## src/rtl/hack_cpu_hs.sv

```systemverilog
// rtl/hack_cpu_hs.sv - multi-cycle Hack CPU with request/ack memories; HACK_CPU_HS_HALT_EN enables self-jump halt
module hack_cpu_hs #(
    parameter int DW = 16,
    parameter int AW = 15
) (
    input  logic          clk,
    input  logic          reset_n,
    output logic          imem_req,
    output logic [AW-1:0] imem_addr,
    input  logic          imem_ack,
    input  logic [DW-1:0] imem_rdata,
    output logic          dmem_re,
    output logic          dmem_we,
    output logic [AW-1:0] dmem_addr,
    output logic [DW-1:0] dmem_wdata,
    input  logic          dmem_ack,
    input  logic [DW-1:0] dmem_rdata,
    output logic [AW-1:0] pc,
    output logic          halted
);

    typedef enum logic [2:0] {FETCH, DECODE, LOAD, EXEC, STORE, COMMIT, HALT} state_t;

    state_t        state, state_nxt;
    logic [DW-1:0] ir, a_reg, d_reg, m_reg, alu_q;
    logic [AW-1:0] pc_q, pc_inc;
    logic          zr_q, ng_q, run;

    logic is_c, sel_m, zx, nx, zy, ny, f, no, d1, d2, d3, j1, j2, j3;
    assign is_c  = ir[DW-1];
    assign sel_m = ir[12];
    assign zx    = ir[11];
    assign nx    = ir[10];
    assign zy    = ir[9];
    assign ny    = ir[8];
    assign f     = ir[7];
    assign no    = ir[6];
    assign d1    = ir[5];
    assign d2    = ir[4];
    assign d3    = ir[3];
    assign j1    = ir[2];
    assign j2    = ir[1];
    assign j3    = ir[0];

    logic [DW-1:0] x0, x1, y0, y1, alu_out;
    always_comb begin
        x0      = zx ? '0 : d_reg;
        x1      = nx ? ~x0 : x0;
        y0      = zy ? '0 : (sel_m ? m_reg : a_reg);
        y1      = ny ? ~y0 : y0;
        alu_out = f ? (x1 + y1) : (x1 & y1);
        if (no) begin
            alu_out = ~alu_out;
        end
    end

    logic take_jump, self_halt;
    assign take_jump = (j1 & ng_q) | (j2 & zr_q) | (j3 & ~ng_q & ~zr_q);
    assign pc_inc    = pc_q + AW'(1);

`ifdef HACK_CPU_HS_HALT_EN
    assign self_halt = j1 & j2 & j3 & (a_reg[AW-1:0] == pc_q);
    assign halted    = (state == HALT);
`else
    assign self_halt = 1'b0;
    assign halted    = 1'b0;
`endif

    always_ff @(posedge clk or negedge reset_n) begin
        if (!reset_n) begin
            state <= FETCH;
        end else begin
            state <= state_nxt;
        end
    end

    // run holds off the first fetch until the first edge after reset release
    always_comb begin
        state_nxt = state;
        case (state)
            FETCH:   if (run && imem_ack) state_nxt = DECODE;
            DECODE:  state_nxt = !is_c ? FETCH : (sel_m ? LOAD : EXEC);
            LOAD:    if (dmem_ack) state_nxt = EXEC;
            EXEC:    state_nxt = d3 ? STORE : COMMIT;
            STORE:   if (dmem_ack) state_nxt = COMMIT;
            COMMIT:  state_nxt = self_halt ? HALT : FETCH;
            HALT:    state_nxt = HALT;
            default: state_nxt = FETCH;
        endcase
    end

    always_comb begin
        imem_req = 1'b0;
        dmem_re  = 1'b0;
        dmem_we  = 1'b0;
        case (state)
            FETCH:   imem_req = run;
            LOAD:    dmem_re  = 1'b1;
            STORE:   dmem_we  = 1'b1;
            default: ;
        endcase
    end

    assign imem_addr  = imem_req ? pc_q : '0;
    assign dmem_addr  = (dmem_re | dmem_we) ? a_reg[AW-1:0] : '0;
    assign dmem_wdata = dmem_we ? alu_q : '0;
    assign pc         = pc_q;

    always_ff @(posedge clk or negedge reset_n) begin
        if (!reset_n) begin
            run   <= 1'b0;
            pc_q  <= '0;
            a_reg <= '0;
            d_reg <= '0;
            ir    <= '0;
            m_reg <= '0;
            alu_q <= '0;
            zr_q  <= 1'b0;
            ng_q  <= 1'b0;
        end else begin
            run <= 1'b1;
            case (state)
                FETCH: begin
                    if (run && imem_ack) ir <= imem_rdata;
                end
                DECODE: begin
                    if (!is_c) begin
                        a_reg <= {1'b0, ir[DW-2:0]};
                        pc_q  <= pc_inc;
                    end
                end
                LOAD: begin
                    if (dmem_ack) m_reg <= dmem_rdata;
                end
                EXEC: begin
                    alu_q <= alu_out;
                    zr_q  <= (alu_out == '0);
                    ng_q  <= alu_out[DW-1];
                end
                COMMIT: begin
                    // jump target reads A before the d1 write lands
                    if (d1) a_reg <= alu_q;
                    if (d2) d_reg <= alu_q;
                    pc_q <= take_jump ? a_reg[AW-1:0] : pc_inc;
                end
                default: ;
            endcase
        end
    end

endmodule
```

## config.mk

```make
export PLATFORM = sky130hd
export DESIGN_NAME = hack_cpu_hs
export DESIGN_NICKNAME = d
export VERILOG_FILES = /design/src/rtl/hack_cpu_hs.sv
export SDC_FILE = /design/constraint.sdc
export NUM_CORES = 1
export LEC_CHECK = 0
export ABC_AREA = 1
export CORE_AREA = 8 8 125 127
export CTS_CLUSTER_DIAMETER = 60
export DETAILED_ROUTE_END_ITERATION = 6
export DIE_AREA = 0 0 133 135
export PLACE_DENSITY = 0.74
export SLEW_MARGIN = 20
export SYNTH_ARGS = -nofsm -noshare
export SYNTH_HDL_FRONTEND = slang
export SYNTH_SLANG_ARGS = --single-unit
```

## constraint.sdc

```tcl
create_clock -name clk -period 3.4 [get_ports clk]
set_clock_uncertainty 0.1 [all_clocks]
set_input_delay 0.51 -clock clk [delete_from_list [all_inputs] [get_ports clk]]
set_output_delay 0.51 -clock clk [all_outputs]
set_load 0.02 [all_outputs]
```

==> reports/summary.txt <==
crit end category: flop
DP HPWL: 14.5 mm
synth top area cells: dfrtp_1, nand2_1, inv_1
post-route ant nets: 0
Starting Density: 48.9%
first-pass GRT wire length: 31.1 mm
routability congestion estimate: 0.986
max cap viols: 0
fin crit share: 90.8%
Post-synth top cells: nand2_1, inv_1, dfrtp_1
final core utilization: 59.6%
CTS HTree Levels: 3
Max Fanout on Critical Path: 28
Starting DRT DRC Count: 605
# DRC: 0
largest net degree at the start of global routing: 67
crit start category: flop
routed len/inst: 16.2 µm
CTS hold repair buffers: 0
routed vias/inst: 5.30
vias in the first global route: 5948
worst min path class: in2async
sequential area share after synthesis: 37.6%
Syn Area/Cell: 7.22 µm²
FFs w/ async S/R, synth: 100%
Post-synth EDFFs: 0
I/O Pins: 101
PortBufs: 99
final count of hold timing violations: 0
post-route setup TNS: 0 ns
Netlist Area Pre-Place: 0.00665 mm²
sink count of the clock tree: 100
layout cells sized above 1: 8.51%
most frequent cell after synthesis: nand2_1
clk buf depth: 2
Die ar.: 0.0180 mm²
Yosys reg bits: 100
CTS root buf: clkbuf_16
FP Rows: 43
Synth top area share: 37.6%
layout overhead on the synthesized area: 21.8%
Final Slew Violations: 0
leading area contributor after synthesis: dfrtp_1
Filler Cell Count: 1258
relative slew slack: 30.4%
setup violators final: 0
Yosys cell types: 43
Warnings, synthesis: 0
crit path time final: 3.09 ns
fmax: 0.324 GHz
Core Area: 0.0136 mm²
Vert. Die Dim: 135 µm
Least-Margin Pin Slew: 1.04 ns
grt ovf: 0
Post-synth top flop: dfrtp_1
clock slew at reported path FFs: 0.07 ns
Hold Slack: 0.151 ns
CP Data Required Time: 3.60 ns
outcome: finished clean
syn nets: 976
vias: 6314
First-pass DRT Iterations: 6
Crit Path Class: reg2reg
number of antenna diodes: 0
clock tree from TritonCTS: built
initial antenna violation count: 0
worst skew pair latency: 0.36 ns
post-synthesis instance total: 922
GR Util All Layers: 21.6%
CTS Buf Count: 9
final WL: 19.3 mm
DIE WIDTH: 133 µm
critical path arrival: 3.28 ns
nets: 1060
layout by cell type, fill, tap and decap left out, types with 2 or more instances in the layout:
cell type / netlist / final
a21oi_1: 49 / 48
a21oi_2: 2 / 3
buf_4: 6 / 15
clkbuf_16: 0 / 9
clkbuf_8: 1 / 2
clkdlybuf4s50_1: 0 / 98
clkinv_4: 0 / 2
conb_1: 2 / 2
dfrtp_1: 100 / 99
ha_1: 17 / 17
inv_1: 114 / 114
inv_2: 7 / 7
mux2_2: 18 / 18
nand2_1: 210 / 209
nand2_2: 3 / 4
nand3_1: 75 / 75
nand3_2: 2 / 2
nand4_1: 3 / 3
nor2_1: 98 / 97
nor2_2: 5 / 6
nor2_4: 2 / 2
nor3_1: 4 / 4
nor3_2: 4 / 4
o211ai_1: 14 / 14
o21ai_0: 82 / 82
o21ai_1: 3 / 3
o22ai_1: 9 / 9
or2_2: 4 / 4
xor2_1: 40 / 40
through the flow:
stage | worst slack (ns) | area (µm²) | cells
2_1_floorplan | 0.687 | 6650 | 922
3_3_place_gp | 0.359 | 7760 | 1173
3_5_place_dp | 0.340 | 7760 | 1173
4_1_cts | 0.155 | 8080 | 1189
5_1_grt | -0.00971 | 8110 | 1191
6_report | 0.314 | 8110 | 1191
repair_timing:
| action | 4_1_cts | 5_1_grt |
|---|---|---|
| resized for setup | 0 | 4 |
| setup endpoints to repair | 0 | 2 |
| setup buffers | 0 | 2 |
critical path, stage by stage (launching register included):
cell,delay (ns)
dfrtp_1,0.37
clkinvlp_4,0.15
buf_12,0.19
a21oi_1,0.15
o21ai_0,0.14
xor2_1,0.18
ha_1,0.37
nand2_1,0.11
nor2_1,0.10
nand2_1,0.08
nand3_1,0.17
nand2_1,0.14
nand2_1,0.10
nand2_1,0.05
nand3_1,0.07
nand3_1,0.07
nand2_1,0.14
nand2_1,0.07
nor2_1,0.13
nand3_1,0.09
nand2_1,0.06
area by class of cell:
type	count	area (µm²)	share of cell area, %
Inverter	123	465	5.74
Timing Repair Buffer	114	1110	13.7
Tap cell	180	225	2.78
Sequential cell	100	2500	30.9
Multi-Input combinational cell	658	3490	43.0
Clock buffer	12	256	3.16
Clock inverter	4	56.3	0.695
worst paths after layout:
check / slack, ns / start / cells past startpoint / endpoint
worst max-delay path: 0.31 / ir[12] / 20 / zr_q
worst min-delay path: 0.15 / reset_n / 1 / run
worst max register to register: 0.31 / ir[12] / 20 / zr_q
worst min register to register: 0.39 / d_reg[9] / 2 / d_reg[9]
max in group asynchronous: 2.25 / reset_n / 2 / m_reg[10]
min in group clk: 0.39 / d_reg[9] / 2 / d_reg[9]
kinds of logic (layout without fill, tap and decap cells):
group                    count (synthesis)  count (layout)  share of synthesized area, %
multiplexers                            18              18                          3.05
other                                    2               2                         0.113
buffers and inverters                  164             253                          10.1
AO/OA/AOI/OAI                          166             166                          13.7
AND/OR/NAND/NOR                        414             414                          26.6
flip-flops                             100             100                          37.6
XOR/XNOR                                40              40                          5.27
adder cells (fa/ha/maj)                 18              18                          3.50
routing by layer:
layer	part of all wire (%)	up-vias	routed length, µm	track usage [%]
met5	0	-	0	0
met4	2.2	0	433	7.89
met3	6.8	33	1310	3.68
met2	46	234	8900	35.0
met1	45	2919	8650	28.5
li1	-	3128	-	-
Power is not shown: default switching activity piles up to over one toggle a cycle in this logic, so the estimate is an artifact.
